--- config.mk ---
export PLATFORM = sky130hd
export DESIGN_NAME = iq_frame_reader
export DESIGN_NICKNAME = d
export VERILOG_FILES = /design/src/rtl/iq_frame_pkg.sv /design/src/rtl/iq_frame_reader_out_buf.sv /design/src/rtl/iq_frame_reader.sv
export SDC_FILE = /design/constraint.sdc
export NUM_CORES = 1
export LEC_CHECK = 0
export ABC_AREA = 1
export CAP_MARGIN = 20
export CORE_ASPECT_RATIO = 0.6
export CORE_MARGIN = 2
export CORE_UTILIZATION = 35
export CTS_BUF_LIST = sky130_fd_sc_hd__clkbuf_4 sky130_fd_sc_hd__clkbuf_8
export DETAILED_ROUTE_END_ITERATION = 16
export PLACE_DENSITY = 0.59
export SLEW_MARGIN = 20
export SYNTH_ARGS = -nofsm -noshare
export SYNTH_HDL_FRONTEND = slang
export SYNTH_SLANG_ARGS = --single-unit
--- constraint.sdc ---
create_clock -name CLK -period 5.8 [get_ports CLK]
set_input_delay 0.58 -clock CLK [delete_from_list [all_inputs] [get_ports CLK]]
set_output_delay 0.58 -clock CLK [all_outputs]
set_load 0.02 [all_outputs]
--- src/rtl/iq_frame_pkg.sv ---
// Shared types and constants for the I/Q frame reader.
// The IQ_FRAME_CHECKSUM_EN macro enables the TRAILER state in the top level.
package iq_frame_pkg;

    typedef enum logic [2:0] {
        StIdle,
        StHeader,
        StData,
        StTrailer,
        StFlush
    } state_e;

    localparam logic [15:0] HDR_MAGIC_DEF = 16'hA5C3;
    localparam int unsigned SEQ_W         = 15;
    localparam int unsigned OVF_CNT_W     = 16;

    // Header word layout: {magic[31:16], ovf_flag[15], seq[14:0]}
    localparam int unsigned HDR_MAGIC_LSB = 16;
    localparam int unsigned HDR_OVF_BIT   = 15;
    localparam int unsigned HDR_SEQ_LSB   = 0;

    function automatic logic [31:0] make_header(input logic [15:0]      magic,
                                                input logic             ovf,
                                                input logic [SEQ_W-1:0] seq);
        logic [31:0] w;
        w = '0;
        w[HDR_MAGIC_LSB +: 16]   = magic;
        w[HDR_OVF_BIT]           = ovf;
        w[HDR_SEQ_LSB +: SEQ_W]  = seq;
        return w;
    endfunction

endpackage

--- src/rtl/iq_frame_reader_out_buf.sv ---
// Two-entry output buffer for the frame stream: holds {sof, eof, data} per entry
// and presents the head entry on a valid/ready interface.
module iq_out_buf (
    input  logic        clk_i,
    input  logic        rst_i,
    input  logic        push_i,
    input  logic [31:0] push_data_i,
    input  logic        push_sof_i,
    input  logic        push_eof_i,
    input  logic        ready_i,
    output logic        valid_o,
    output logic [31:0] data_o,
    output logic        sof_o,
    output logic        eof_o,
    output logic [1:0]  count_o,
    output logic        pop_o
);

    logic [33:0] mem_q [2];
    logic        rd_ptr_q;
    logic        wr_ptr_q;
    logic [1:0]  count_q;

    assign valid_o = (count_q != 2'd0);
    assign data_o  = mem_q[rd_ptr_q][31:0];
    // Markers are qualified so a stale head entry never shows SOF/EOF.
    assign sof_o   = valid_o && mem_q[rd_ptr_q][33];
    assign eof_o   = valid_o && mem_q[rd_ptr_q][32];
    assign count_o = count_q;
    assign pop_o   = valid_o && ready_i;

    always_ff @(posedge clk_i or posedge rst_i) begin
        if (rst_i) begin
            mem_q[0] <= '0;
            mem_q[1] <= '0;
            rd_ptr_q <= 1'b0;
            wr_ptr_q <= 1'b0;
            count_q  <= 2'd0;
        end else begin
            if (push_i) begin
                mem_q[wr_ptr_q] <= {push_sof_i, push_eof_i, push_data_i};
                wr_ptr_q        <= ~wr_ptr_q;
            end
            if (pop_o) begin
                rd_ptr_q <= ~rd_ptr_q;
            end
            count_q <= count_q + 2'(push_i) - 2'(pop_o);
        end
    end

endmodule

--- src/rtl/iq_frame_reader.sv ---
// Drains the DDC I/Q FIFO into header + FRAME_LEN-word frames, flushing the FIFO on overflow.
// Define IQ_FRAME_CHECKSUM_EN to append a modulo-2^32 checksum trailer word to each frame.
module iq_frame_reader
    import iq_frame_pkg::*;
#(
    parameter int unsigned FRAME_LEN = 256,
    parameter logic [15:0] HDR_MAGIC = HDR_MAGIC_DEF,
    parameter int unsigned FLUSH_CYC = 2
) (
    input  logic                 CLK,
    input  logic                 RESET,
    input  logic                 ENABLE,
    input  logic [31:0]          FIFO_Q,
    input  logic                 FIFO_RDEMPTY,
    input  logic                 FIFO_WRFULL,
    output logic                 FIFO_RDREQ,
    output logic                 FIFO_ACLR_REQ,
    output logic [31:0]          OUT_DATA,
    output logic                 OUT_VALID,
    input  logic                 OUT_READY,
    output logic                 OUT_SOF,
    output logic                 OUT_EOF,
    output logic [OVF_CNT_W-1:0] OVERFLOW_CNT,
    output logic                 BUSY
);

    localparam logic [16:0] LenAll    = 17'(FRAME_LEN);
    localparam logic [16:0] LenLast   = 17'(FRAME_LEN - 1);
    localparam logic [15:0] FlushLast = 16'(FLUSH_CYC - 1);
`ifdef IQ_FRAME_CHECKSUM_EN
    localparam bit DataEof = 1'b0;
`else
    localparam bit DataEof = 1'b1;
`endif

    state_e               state_q;
    logic [SEQ_W-1:0]     seq_q;
    logic                 ovf_pend_q;
    logic                 ovf_flag_q;
    logic                 wrfull_q;
    logic                 aclr_q;
    logic                 rd_pend_q;
    logic                 word_sent_q;
    logic [OVF_CNT_W-1:0] ovf_cnt_q;
    logic [16:0]          rd_cnt_q;
    logic [16:0]          cap_cnt_q;
    logic [16:0]          tx_cnt_q;
    logic [15:0]          flush_cnt_q;
`ifdef IQ_FRAME_CHECKSUM_EN
    logic [31:0]          sum_q;
`endif

    logic [1:0]  occ;
    logic        xfer;
    logic        wr_rise;
    logic        ctl_push;
    logic        buf_push;
    logic [31:0] push_data;
    logic        push_sof;
    logic        push_eof;
    logic [2:0]  slots;

    assign wr_rise = FIFO_WRFULL && !wrfull_q;

    // Slots freed by this cycle's pop count as available so reads can stream back to back.
    assign slots      = 3'(occ) + 3'(rd_pend_q) - 3'(xfer);
    assign FIFO_RDREQ = (state_q == StData) && !FIFO_RDEMPTY && (slots < 3'd2) &&
                        (rd_cnt_q < LenAll);

    always_comb begin
        ctl_push  = 1'b0;
        push_data = FIFO_Q;
        push_sof  = 1'b0;
        push_eof  = DataEof && (cap_cnt_q == LenLast);
        if (!rd_pend_q && !word_sent_q && occ == 2'd0) begin
            if (state_q == StHeader) begin
                ctl_push  = 1'b1;
                push_data = make_header(HDR_MAGIC, ovf_flag_q, seq_q);
                push_sof  = 1'b1;
                push_eof  = 1'b0;
            end
`ifdef IQ_FRAME_CHECKSUM_EN
            else if (state_q == StTrailer) begin
                ctl_push  = 1'b1;
                push_data = sum_q;
                push_eof  = 1'b1;
            end
`endif
        end
    end

    assign buf_push = rd_pend_q || ctl_push;

    iq_out_buf u_out_buf (
        .clk_i       (CLK),
        .rst_i       (RESET),
        .push_i      (buf_push),
        .push_data_i (push_data),
        .push_sof_i  (push_sof),
        .push_eof_i  (push_eof),
        .ready_i     (OUT_READY),
        .valid_o     (OUT_VALID),
        .data_o      (OUT_DATA),
        .sof_o       (OUT_SOF),
        .eof_o       (OUT_EOF),
        .count_o     (occ),
        .pop_o       (xfer)
    );

    always_ff @(posedge CLK or posedge RESET) begin
        if (RESET) begin
            state_q     <= StIdle;
            seq_q       <= '0;
            ovf_pend_q  <= 1'b0;
            ovf_flag_q  <= 1'b0;
            wrfull_q    <= 1'b0;
            aclr_q      <= 1'b0;
            rd_pend_q   <= 1'b0;
            word_sent_q <= 1'b0;
            ovf_cnt_q   <= '0;
            rd_cnt_q    <= '0;
            cap_cnt_q   <= '0;
            tx_cnt_q    <= '0;
            flush_cnt_q <= '0;
`ifdef IQ_FRAME_CHECKSUM_EN
            sum_q       <= '0;
`endif
        end else begin
            wrfull_q  <= FIFO_WRFULL;
            rd_pend_q <= FIFO_RDREQ;
            if (wr_rise && ovf_cnt_q != '1) begin
                ovf_cnt_q <= ovf_cnt_q + 16'd1;
            end
            if (FIFO_RDREQ) begin
                rd_cnt_q <= rd_cnt_q + 17'd1;
            end
            if (rd_pend_q) begin
                cap_cnt_q <= cap_cnt_q + 17'd1;
            end
            if (ctl_push) begin
                word_sent_q <= 1'b1;
            end
`ifdef IQ_FRAME_CHECKSUM_EN
            if (xfer) begin
                sum_q <= sum_q + OUT_DATA;
            end
`endif
            unique case (state_q)
                StIdle: begin
                    word_sent_q <= 1'b0;
                    rd_cnt_q    <= '0;
                    cap_cnt_q   <= '0;
                    tx_cnt_q    <= '0;
`ifdef IQ_FRAME_CHECKSUM_EN
                    sum_q       <= '0;
`endif
                    if (ovf_pend_q) begin
                        state_q     <= StFlush;
                        ovf_pend_q  <= 1'b0;
                        aclr_q      <= 1'b1;
                        flush_cnt_q <= '0;
                    end else if (ENABLE && !FIFO_RDEMPTY) begin
                        state_q <= StHeader;
                    end
                end
                StHeader: begin
                    if (xfer) begin
                        state_q     <= StData;
                        ovf_flag_q  <= 1'b0;
                        word_sent_q <= 1'b0;
                    end
                end
                StData: begin
                    if (xfer) begin
                        tx_cnt_q <= tx_cnt_q + 17'd1;
                        if (tx_cnt_q == LenLast) begin
`ifdef IQ_FRAME_CHECKSUM_EN
                            state_q <= StTrailer;
`else
                            seq_q   <= seq_q + 15'd1;
                            state_q <= StIdle;
`endif
                        end
                    end
                end
`ifdef IQ_FRAME_CHECKSUM_EN
                StTrailer: begin
                    if (xfer) begin
                        seq_q   <= seq_q + 15'd1;
                        state_q <= StIdle;
                    end
                end
`endif
                StFlush: begin
                    if (flush_cnt_q == FlushLast) begin
                        aclr_q     <= 1'b0;
                        ovf_flag_q <= 1'b1;
                        state_q    <= StIdle;
                    end else begin
                        flush_cnt_q <= flush_cnt_q + 16'd1;
                    end
                end
                default: state_q <= StIdle;
            endcase
            // A new overflow edge wins over the clear on flush entry.
            if (wr_rise) begin
                ovf_pend_q <= 1'b1;
            end
        end
    end

    assign FIFO_ACLR_REQ = aclr_q;
    assign OVERFLOW_CNT  = ovf_cnt_q;
    assign BUSY          = (state_q != StIdle);

endmodule

# Word-level counts from Yosys, hierarchy flattened
# Cells that the tools add are included.
[totals] output_inout_bits=54 wordCells=123 reg_bits=179
[classes] add_sub_neg=10 bitwise=4 eq_ne=14 mux=39 reduce_logical=33 magnitude_cmp=5
[ops] op="2-to-1 mux 34 bit" n=4
[ops] op="2-to-1 mux 17 bit" n=5
[ops] op="bitwise mux 68 bit" n=1
[ops] op="2-to-1 mux 32 bit" n=2
[ops] op="adder 17 x 1 -> 17 bit, second input constant" n=3
[ops] op="demux 34 bit (select 1 bit)" n=1
[ops] op="equality test 17 x 8 -> 1 bit, second input constant" n=2
[ops] op="one-hot mux 17 bit (2 select lines)" n=1
[ops] op="adder 16 x 1 -> 16 bit, second input constant" n=2
[ops] op="2-to-1 mux 16 bit" n=2
[ops] op="one-hot mux 16 bit (2 select lines)" n=1
[ops] op="2-to-1 mux 3 bit" n=6
[ops] op="< comparator 17 x 9 -> 1 bit, second input constant" n=1
[ops] op="equality test 16 x 1 -> 1 bit, second input constant" n=1
[ops] op="!= test 16 bit, second input constant" n=1
[ops] op="adder 15 x 1 -> 15 bit, second input constant" n=1
[ops] op="nonzero test 2 bit" n=7
[ops] op="logical AND 1 bit" n=12
[ops] op="2-to-1 mux 1 bit" n=12
[ops] op="one-hot mux 3 bit (4 select lines)" n=1
[ops] op="AND reduction 3 bit" n=4
[ops] op="!= test 2 x 1 -> 1 bit, second input constant" n=3
[ops] op="!= test 2 bit, second input constant" n=3
[ops] op="one-hot mux 1 bit (2 select lines)" n=3
[ops] op="20 further kinds" n=26

# Depth between registers and ports, before layout
# Gate-level depths: netlist (run 1).
[logic_depth] word_depth=8 depth_mapped=15 ltp_nobuf=14

# Modules after synthesis
# From an unflattened synthesis (run 1), not the netlist that was laid out.
[unflattened] cells_unflattened=1305 hier_area_um2=9569.2
[modules_own_cells] module="iq_frame_reader" cells_per_inst=914 n_inst=1 area_per_inst_um2=6382.4
[modules_own_cells] module="iq_out_buf" cells_per_inst=391 n_inst=1 area_per_inst_um2=3186.8

# Worst setup path after synthesis (run 1)
# OpenSTA, ideal clock, no wires.
[synth_timing] path_kind="input to output" start="in OUT_READY" end="out FIFO_RDREQ" slack_ns=2.603 cell_stages=11 n_path_buf=1 arrival_time_ns=2.617 path_cell_list="inv_1 nor2_1 buf_4 nand2_1 o21ai_0 nand2_1 fa_1 nand2_1 nor2_1 nand3_1 nor4_1"
[synth_via] elab_chain_len=5
[synth_lines] item="from (decl)" line="iq_frame_reader.sv:20" text="input logic OUT_READY,"
[synth_lines] item="logical AND 1 bit" line="iq_frame_reader_out_buf.sv:30" text="assign pop_o = valid_o && ready_i;"
[synth_lines] item="subtractor 3 x 1 -> 3 bit" line="iq_frame_reader.sv:66" text="assign slots = 3'(occ) + 3'(rd_pend_q) - 3'(xfer);"
[synth_lines] item="< comparator 3 x 2 -> 1 bit" line="iq_frame_reader.sv:67" text="assign FIFO_RDREQ = (state_q == StData) && !FIFO_RDEMPTY && (slots < 3'd2) &&"
[synth_lines] item="logical AND 1 bit (2 in series)" line="iq_frame_reader.sv:67"
[synth_lines] item="to (decl)" line="iq_frame_reader.sv:16" text="output logic FIFO_RDREQ,"
# Every way passes these cells.

# Final worst setup path (run 1)
# Ends and elaborated chain as after synthesis.

==> flow_metrics.tcl, run 1 <==
set metrics [dict create \
    clk_pin_slew_worst_paths_ns 0.08 \
    rows 47 \
    outcome "finished clean" \
    drt_first_iter_violations 671 \
    antenna_violations_before_repair 0 \
    placeableCoreArea_um2 27350 \
    synth_top_area_share 0.4636 \
    final_min_period_over_clock_period 0.7116 \
    synth.area.top_cells "dfrtp_1 (46%), nand2_1 (18%), inv_1 (5.4%)" \
    port-buffer-count 91 \
    leading_register_cell_type_out_of_synthesis "dfrtp_1" \
    ir_drop_v 0.0002639 \
    synthesis.yosys.warnings 0 \
    timing.slew.headroom 0.4566 \
    path_delay_family "buffers and inverters" \
    timing_hold_violations_final 0 \
    initial_core_util 0.3533 \
    final_core_util 0.4110 \
    sequential_cell_area_fraction_in_the_yosys_report 0.4636 \
    finalCriticalPeriod_ns 4.127 \
    nFillCells 2803 \
    post_cts_buffers 0 \
    finalSetupViolations 0 \
    vias_per_cell 4.809 \
    gp_congestion 0.8712 \
    post_detailed_placement_half_perimeter_wirelength_um 17270 \
    crit_path_max_incr_delay_ns 0.68 \
    critical_path_arrival_ns 3.55 \
    grt_max_degree 134 \
    synth-seq-cells 179 \
    tns_ns 0 \
    share_of_cells_above_drive_strength_1 0.05567 \
    fp.dieArea_um2 28990 \
    synth.net_count 1361 \
    power_w 0.004518 \
    p_per_area_nw_per_um2 402.0 \
    drt_wl_total_um 24790 \
    post_cts.resized_instances 0 \
    cts.sinks 179 \
    timing_worst_setup_path_type "in2out" \
    global_route.overflow_total 0 \
    p_leak_nw 5.235 \
    grt_first_pass_wirelength_um 41140 \
    finish.net_count 1436 \
    clock_tree.htree_level_count 4 \
    diodes 0 \
    fin_hold_ws_ns 0.4559 \
    synth_unique_cells 40 \
    cp.buffers_inverters 4 \
    maxSlewViolCount 0 \
    cts_hold_buffers 0 \
    fin_worst_skew_ns 0.01287 \
    syn-instance-count 1313 \
    io_pins 92 \
    cts_tree "yes" \
    endpoint_kind "output pin" \
    drt_pass1_iterations 7 \
    detailed_route_via_count 8503 \
    crit_path_max_fanout 11 \
    fp.dieW_um 218.5 \
    async_set_or_reset_register_ratio_after_synthesis 1.000 \
    mappedNetlistArea_um2 9662 \
    worst_skew_pair.late_latency_ns 0.48 \
    ant_nets 0 \
    growth_of_design_area_from_synthesis_to_finish_pct 16.33 \
    wl_per_cell_um 14.02 \
    rsz0062_at_grt "false" \
    cts_inserted_buffers 17 \
    gr-usage-all-layers 0.1778 \
    fp.dieH_um 132.7 \
    worst_ep_required_time_ns 5.22 \
    critical_path.slowest_cell "clkdlybuf4s50_1" \
    synth_edf_count 0 \
    library_cell_appearing_most_often_on_the_critical_path "nand2_1" \
    post_route_drc 0 \
    ctsRootBufferMaster "clkbuf_8" \
    max_slew.worst_pin.slew_ns 0.8150 \
    via_count_of_the_first_global_routing_pass 7817 \
    cell_by_cell_trace_of_the_critical_path "clkdlybuf4s50_1 -> inv_1 -> nor2_1 -> buf_4 -> nand2_1 -> o21ai_0 -> nand2_1 -> fa_1 -> nand2_1 -> nor2_1 -> nand3_1 -> nor4_1 -> clkdlybuf4s50_1" \
    hold_class "in2async" \
    cap_violations 0 \
    fmaxAchievable_mhz 242.3 \
    syn_area_per_cell_um2 7.359 \
    yosysTopAreaCell "dfrtp_1" \
    max-clock-path-buffers 2 \
    critPathLaunchType "input port" \
]
## placed cells by master, fill, tap and decap left out, types with 2 or more instances in the layout
master and count:
nand2_1 458, dfrtp_1 178, inv_1 137, nor2_1 126, clkdlybuf4s50_1 91, o21ai_0 84, nand3_1 78, o21ai_1 40
nand4_1 34, nor3_1 21, clkbuf_8 21, xor2_1 20, a21oi_1 18, xnor2_1 9, nand2_2 9, or2_2 9
ha_1 9, nor2_2 6, nor2_4 5, inv_2 5, clkinv_4 4, o22ai_1 4, and3_1 3, clkinv_2 3
clkinvlp_4 3, a31oi_1 2, and2_1 2, nand3_2 2, nor2_8 2, inv_4 2, o31ai_1 2, buf_4 2
## cell usage after synthesis (all sizes together), types with 3 or more instances
cell and n:
a21oi 18, and3 3, buf 25, clkbuf 13, dfrtp 179, ha 9
inv 145, nand2 467, nand3 80, nand4 34, nor2 139, nor3 21
o21ai 124, o22ai 4, or2 9, xnor2 9, xor2 21
## final timing paths
kind	startpoint	end	slack [ns]	cells past startpoint
setup reg to reg	u_out_buf.count_o[1]	rd_cnt_q[2]	3.04	15
min in group CLK	wrfull_q	ovf_pend_q	0.46	1
hold reg to reg	wrfull_q	ovf_pend_q	0.46	1
setup / recovery	OUT_READY	FIFO_RDREQ	1.67	13
max in group asynchronous	RESET	flush_cnt_q[3]	4.22	3
hold / removal	RESET	rd_cnt_q[3]	0.46	2
## report_power, final
group | internal, W | total, W | switching (W) | leakage [nW]
Clock | 0.000386 | 0.000863 | 0.000477 | 0.194
Combinational | 0.000706 | 0.00192 | 0.00121 | 2.74
Sequential | 0.00155 | 0.00174 | 0.000189 | 2.30
Total | 0.00264 | 0.00452 | 0.00188 | 5.24
## final cells by class
type | count | area [um^2] | share of cell area
Sequential cell | 179 | 4481 | 0.3986
Tap cell | 367 | 459.2 | 0.04086
Timing Repair Buffer | 94 | 945.9 | 0.08416
Multi-Input combinational cell | 951 | 4408 | 0.3922
Clock inverter | 11 | 102.6 | 0.009128
Clock buffer | 21 | 289.0 | 0.02572
Inverter | 145 | 554.3 | 0.04932
## kinds of logic after synthesis
logic type               Yosys count  synth area share
flip-flops                       179            0.4636
adder cells (fa/ha/maj)           10           0.01373
AND/OR/NAND/NOR                  757            0.3324
XOR/XNOR                          30           0.02797
buffers and inverters            183           0.08016
AO/OA/AOI/OAI                    154           0.08210
## stage by stage
step	std cells	worst slack (ns)	cell area, um^2
2_1_floorplan	1313	0.3614	9662
3_3_place_gp	1736	1.683	10850
3_5_place_dp	1736	1.642	10850
4_1_cts	1768	1.630	11240
5_1_grt	1768	1.451	11240
6_report	1768	1.673	11240
## routing by layer
metal / GRT usage / routed length [um] / part of all wire
met2: 0.2310 / 9644 / 0.39
met5: 0 / 0 / 0
met3: 0.02851 / 1240 / 0.050
met1: 0.2937 / 13650 / 0.55
met4: 0.05026 / 259 / 0.010
## state kept, by name, indices dropped and copies added, names as in the netlist
register            cells
cap_cnt_q              17
seq_q                  15
ovf_flag_q              1
rd_pend_q               1
u_out_buf.rd_ptr_q      1
FIFO_ACLR_REQ           1
ovf_pend_q              1
state_q                 3
u_out_buf.wr_ptr_q      1
wrfull_q                1
OVERFLOW_CNT           16
rd_cnt_q               17
word_sent_q             1
u_out_buf.mem_q        68
flush_cnt_q            16
tx_cnt_q               17
u_out_buf.count_o       2
Note: power is estimated with default switching activity, not from simulation.
==> run 2: changes to the inputs <==
==> constraint.sdc (replaced) <==
create_clock -name CLK -period 3.5 [get_ports CLK]
set_input_delay 0.35 -clock CLK [delete_from_list [all_inputs] [get_ports CLK]]
set_output_delay 0.35 -clock CLK [all_outputs]
set_load 0.02 [all_outputs]
==> run 2 against run 1 <==
Largest power group unchanged. Sequential share of layout area is 0.21 points lower. Total power is 65% higher. Via count is 0.75% lower. Clock-buffer cell count is 1 higher. Largest cell class unchanged. Die area stayed put. Flip-flop and latch count stayed put. Utilization is 0.22 points higher. Critical path depth is 2 lower.
==> flow_metrics.tcl, run 2 (same netlist as run 1, synthesis figures left out) <==
set metrics [dict create \
    outcome "finished clean" \
    critical_path_arrival_ns 2.70 \
    endpoint_kind "output pin" \
    final_min_period_over_clock_period 0.8723 \
    drt_pass1_iterations 6 \
    clk_pin_slew_worst_paths_ns 0.10 \
    pwr-share-seq 0.387 \
    post_detailed_placement_half_perimeter_wirelength_um 17880 \
    critical_path.slowest_cell "fa_1" \
    vias_per_cell 4.746 \
    fp.dieArea_um2 28990 \
    p_per_area_nw_per_um2 660.6 \
    rows 47 \
    critPathLaunch "u_out_buf.count_o[1]" \
    share_of_cells_above_drive_strength_1 0.06308 \
    internal_pwr_total_w 0.004364 \
    wl_per_cell_um 13.97 \
    finalNonFillerCells 1778 \
    finalSetupViolations 0 \
    post_route_drc 0 \
    power.share.clock 0.184 \
    cts_hold_buffers 0 \
    rsz0062_at_grt "false" \
    initial_core_util 0.3533 \
    hold_class "in2async" \
    finalCriticalPeriod_ns 3.053 \
    tns_ns 0 \
    worst_ep_required_time_ns 3.15 \
    worst_skew_pair.late_latency_ns 0.49 \
    fin_worst_skew_ns 0.01340 \
    fp.dieW_um 218.5 \
    gr-usage-all-layers 0.1783 \
    final_common_cell "nand2_1" \
    global_route.overflow_total 0 \
    clock_tree.htree_level_count 4 \
    drt_wl_total_um 24830 \
    top_register "u_out_buf.mem_q" \
    nFillCells 2880 \
    rr_startpoint "u_out_buf.count_o[1]" \
    timing_worst_setup_path_type "reg2out" \
    via_count_of_the_first_global_routing_pass 7692 \
    library_cell_appearing_most_often_on_the_critical_path "nand2_1" \
    p_switching_w 0.003101 \
    grt_first_pass_wirelength_um 40850 \
    power_frac_comb 0.429 \
    crit_path_max_fanout 4 \
    final_critical_path_setup_slack_ns 0.4469 \
    cell_by_cell_trace_of_the_critical_path "nor2_2 -> nor2_1 -> nand2_1 -> o21ai_0 -> nand2_1 -> fa_1 -> nand2_1 -> nor2_1 -> nand3_1 -> nor4_1 -> clkbuf_2" \
    max_slew.worst_pin.slew_ns 0.7106 \
    ctsRootBufferMaster "clkbuf_8" \
    cts.sinks 179 \
    detailed_route_via_count 8439 \
    maxSlewViolCount 0 \
    io_pins 92 \
    dpl_worst_slack_ns 0.1165 \
    ant_nets 0 \
    drt_first_iter_violations 739 \
    antenna_violations_before_repair 0 \
    diodes 0 \
    gp_congestion 0.8726 \
    timing.slew.headroom 0.5256 \
    fin_hold_ws_ns 0.3019 \
    finish.net_count 1446 \
    port-buffer-count 91 \
    critPathLaunchType "flip-flop" \
    placeableCoreArea_um2 27350 \
    crit_path_max_incr_delay_ns 0.54 \
    placedCellCount 1746 \
    fp.dieH_um 132.7 \
    grt_max_degree 63 \
    timing_hold_violations_final 0 \
    ir_drop_v 0.0004514 \
    cts_inserted_buffers 17 \
    layout.cells.most_common_list "nand2_1 (458), dfrtp_1 (178), inv_1 (137)" \
    cap_violations 0 \
    fmaxAchievable_mhz 327.5 \
    growth_of_design_area_from_synthesis_to_finish_pct 16.95 \
    largest_reg_flops 68 \
    p_leak_nw 5.282 \
    post_cts_buffers 0 \
    netSwitchingFraction 0.4154 \
    cts_tree "yes" \
    max-clock-path-buffers 2 \
]
## run 2: cell types whose count changed in the layout (fill, tap and decap cells not counted), sizes merged
cell,change
bufinv,-1
clkinv,-2
clkbuf,+2
inv,+2
clkdlybuf4s50,-1
buf,+10
## run 2: routing by layer
| metal | wire, um | part of all wire | GRT usage |
|---|---|---|---|
| met1 | 13940 | 0.56 | 0.2931 |
| met2 | 9379 | 0.38 | 0.2336 |
| met3 | 1278 | 0.051 | 0.03310 |
| met4 | 234 | 0.0094 | 0.04271 |
| met5 | 0 | 0 | 0 |
## run 2: worst max-delay path, delay by kind of cell (launching register included)
family          cells  cell delay, ns
flops               1            0.45
simple gates        8            0.88
compound gates      1            0.11
buf+inv             1            0.24
fa+ha+maj           1            0.54
## run 2: timing repair
item / 4_1_cts / 5_1_grt
gates resized for setup: 1 / 3
setup endpoints to repair: 1 / 1
pin swaps: 0 / 0
## run 2: stage by stage
stage / utilization / cell area (um^2) / power (W)
3_5_place_dp: 0.3999 / 10930 / 0.006158
2_1_floorplan: - / 9666 / 0.004857
6_report: 0.4132 / 11300 / 0.007465
4_1_cts: 0.4134 / 11300 / 0.007549
5_1_grt: 0.4132 / 11300 / 0.008030
3_3_place_gp: 0.3999 / 10930 / 0.006122
## run 2: power by group through the flow
stage          sequential, W  clock, W  combinational [W]
5_1_grt              0.00296   0.00150            0.00356
4_1_cts              0.00289   0.00142            0.00324
3_3_place_gp         0.00292         0            0.00320
3_5_place_dp         0.00293         0            0.00323
2_1_floorplan        0.00290         0            0.00196
6_report             0.00289   0.00137            0.00320
## run 2: worst paths after layout
path	end	slack, ns	cells after the start
max	FIFO_RDREQ	0.45	11
min	flush_cnt_q[7]	0.30	2
max reg2reg	u_out_buf.mem_q[33]	1.08	9
min reg2reg	ovf_pend_q	0.46	1
max in group asynchronous	tx_cnt_q[13]	2.34	3
min in group CLK	wrfull_q	0.41	1
## run 2: layout make-up
class / instances / area, um^2 / area share
tap: 367 / 459.2 / 0.04064
clock inverter: 10 / 73.82 / 0.006533
clock buffer: 22 / 296.5 / 0.02624
timing repair buffer: 104 / 1028 / 0.09102
sequential: 179 / 4481 / 0.3965
inverter: 145 / 553.0 / 0.04894
multi-input combinational: 951 / 4408 / 0.3901
==> run 3: changes to the inputs <==
--- a/config.mk
+++ b/config.mk
@@ -5,14 +5,14 @@
 export SDC_FILE = /design/constraint.sdc
 export NUM_CORES = 1
 export LEC_CHECK = 0
-export ABC_AREA = 1
+export ABC_CLOCK_PERIOD_IN_PS = 3500
 export CAP_MARGIN = 20
 export CORE_ASPECT_RATIO = 0.6
 export CORE_MARGIN = 2
 export CORE_UTILIZATION = 35
 export CTS_BUF_LIST = sky130_fd_sc_hd__clkbuf_4 sky130_fd_sc_hd__clkbuf_8
 export DETAILED_ROUTE_END_ITERATION = 16
-export PLACE_DENSITY = 0.59
+export PLACE_DENSITY = 0.6
 export SLEW_MARGIN = 20
 export SYNTH_ARGS = -nofsm -noshare
 export SYNTH_HDL_FRONTEND = slang
==> constraint.sdc (replaced) <==
create_clock -name CLK -period 3.5 [get_ports CLK]
set_input_delay 0.35 -clock CLK [delete_from_list [all_inputs] [get_ports CLK]]
set_output_delay 0.35 -clock CLK [all_outputs]
set_load 0.1 [all_outputs]
==> run 3 against run 2 <==
Non-clock buffer count increased by 4. Cell count down 30%. Critical path depth fell by 2. Highest routed layer unchanged.
==> flow_metrics.tcl, run 3 <==
set metrics [dict create \
    hold_class "in2reg" \
    cts.sinks 179 \
    cp.buffers_inverters 1 \
    cap_violations 0 \
    cts_hold_buffers 0 \
    port-buffer-count 91 \
    vias_per_cell 4.871 \
    worst_ep_required_time_ns 3.15 \
    largest_reg_flops 68 \
    tns_ns 0 \
    p_per_area_nw_per_um2 838.4 \
    fmaxAchievable_mhz 305.3 \
    gp_congestion 0.8003 \
    yosysTopAreaCell "dfrtp_1" \
    global_route.overflow_total 0 \
    top_register "u_out_buf.mem_q" \
    max-clock-path-buffers 2 \
    critical_path_arrival_ns 2.93 \
    grt_first_pass_wirelength_um 31130 \
    synth_unique_cells 51 \
    timing.slew.headroom 0.3314 \
    clock_tree.htree_level_count 4 \
    post_route_drc 0 \
    crit_path_max_fanout 7 \
    dpl_worst_slack_ns 0.2352 \
    fin_worst_skew_ns 0.02342 \
    drt_pass1_iterations 5 \
    rsz0062_at_grt "false" \
    final_min_period_over_clock_period 0.9358 \
    syn-instance-count 828 \
    finish.net_count 967 \
    via_count_of_the_first_global_routing_pass 5856 \
    cell_by_cell_trace_of_the_critical_path "o21a_1 -> nand2_1 -> o21ai_0 -> nand2_1 -> fa_1 -> nand2b_1 -> or4_1 -> nor2_4 -> buf_12" \
    synth_edf_count 0 \
    maxSlewViolCount 0 \
    final_core_util 0.4291 \
    rows 43 \
    wl_per_cell_um 14.86 \
    placeableCoreArea_um2 23300 \
    max_slew.worst_pin.slew_ns 0.9998 \
    cts_tree "yes" \
    cts_inserted_buffers 17 \
    p_leak_nw 4.375 \
    fin_hold_ws_ns 0.4087 \
    diodes 0 \
    hp-start "FIFO_WRFULL" \
    gr-usage-all-layers 0.1553 \
    timing.rr.end "rd_cnt_q[5]" \
    synth.area.top_cells "dfrtp_1 (54%), nand2_1 (5.3%), o21ai_0 (5.3%)" \
    initial_core_util 0.3588 \
    ctsRootBufferMaster "clkbuf_8" \
    fp.dieArea_um2 25170 \
    synth-seq-cells 179 \
    detailed_route_via_count 6074 \
    final_common_cell "dfrtp_1" \
    finalSetupViolations 0 \
    final_critical_path_setup_slack_ns 0.2247 \
    library_cell_appearing_most_often_on_the_critical_path "nand2_1" \
    timing_hold_violations_final 0 \
    share_of_cells_above_drive_strength_1 0.1448 \
    fp.dieW_um 203.5 \
    hold-path-endpoint "wrfull_q" \
    critical_path.slowest_cell "or4_1" \
    synth_commonest_cells "dfrtp_1 (179), nand2_1 (119), o21ai_0 (88)" \
    drt_first_iter_violations 322 \
    power_w 0.008382 \
    syn_area_per_cell_um2 10.09 \
    leading_register_cell_type_out_of_synthesis "dfrtp_1" \
    endpoint_kind "output pin" \
    ir_drop_v 0.0006842 \
    worstHoldPathCells 1 \
    outcome "finished clean" \
    fp.dieH_um 123.7 \
    critPathLaunchType "flip-flop" \
    path_delay_family "simple AND/OR/NAND/NOR gates" \
    ant_nets 0 \
    layout.cells.most_common_list "dfrtp_1 (178), nand2_1 (119), o21ai_0 (88)" \
    mappedNetlistArea_um2 8358 \
    antenna_violations_before_repair 0 \
    synth.net_count 876 \
    finalCriticalPeriod_ns 3.275 \
    worstRegToRegCells 11 \
    sequential_cell_area_fraction_in_the_yosys_report 0.5359 \
    post_detailed_placement_half_perimeter_wirelength_um 12810 \
    worst_skew_pair.late_latency_ns 0.46 \
    growth_of_design_area_from_synthesis_to_finish_pct 19.61 \
    grt_max_degree 66 \
    timing_worst_setup_path_type "reg2out" \
    io_pins 92 \
    ff2ff_setup_slack_ns 0.61 \
    synthesis.yosys.warnings 0 \
    rr_startpoint "u_out_buf.count_o[1]" \
    crit_path_max_incr_delay_ns 0.55 \
    drt_wl_total_um 18540 \
    clk_pin_slew_worst_paths_ns 0.11 \
    async_set_or_reset_register_ratio_after_synthesis 1.000 \
    synth_top_area_share 0.5359 \
    post-synth-top-count-cell "dfrtp_1" \
]
run 3: routing by layer:
metal  up-vias  global-route usage  wire, um
met5         -                   0         0
met4         0             0.04197       160
li1       3044                   -         -
met3        12             0.02930       713
met1      2914              0.2516     10550
met2       104              0.2050      7111
run 3: kinds of logic after synthesis:
kind of cell	share of synthesized area
buffers and inverters	0.02665
multiplexers	0.06856
flip-flops	0.5359
AND/OR/NAND/NOR	0.2016
XOR/XNOR	0.07440
adder cells (fa/ha/maj)	0.01587
AO/OA/AOI/OAI	0.07695
run 3: layout make-up:
cell class                      count  area (um^2)
Clock buffer                       20        275.3
Clock inverter                     12        97.59
Fill cell                        2249        13300
Inverter                           17        67.56
Multi-Input combinational cell    596         3696
Sequential cell                   179         4481
Tap cell                          315        394.1
Timing Repair Buffer              108        985.9
run 3: how the worst max path moves through the flow:
stage	from	slack (ns)	end	cells after the start
3_3_place_gp	OUT_READY	0.25	FIFO_RDREQ	10
5_1_grt	u_out_buf.count_o[1]	0.02	FIFO_RDREQ	9
2_1_floorplan	u_out_buf.count_o[1]	0.32	rd_cnt_q[8]	11
3_5_place_dp	OUT_READY	0.24	rd_cnt_q[5]	12
6_report	u_out_buf.count_o[1]	0.22	FIFO_RDREQ	9
4_1_cts	u_out_buf.count_o[1]	0.02	FIFO_RDREQ	9
run 3: what timing repair did:
action,4_1_cts,5_1_grt
hold endpoints to repair,0,0
endpoints found under the setup margin,0,1
gates resized for setup,0,1
setup buffers,0,2
run 3: power breakdown:
part | switching [W] | internal, W
Sequential | 0.000320 | 0.00249
Clock | 0.000792 | 0.000561
Combinational | 0.00320 | 0.00102
Total | 0.00431 | 0.00407
run 3: through the flow:
step	cell area (um^2)	instances
floorplan	8362	828
global placement	9608	1213
detailed placement	9608	1213
CTS	9981	1245
global route	9997	1247
finish	9997	1247
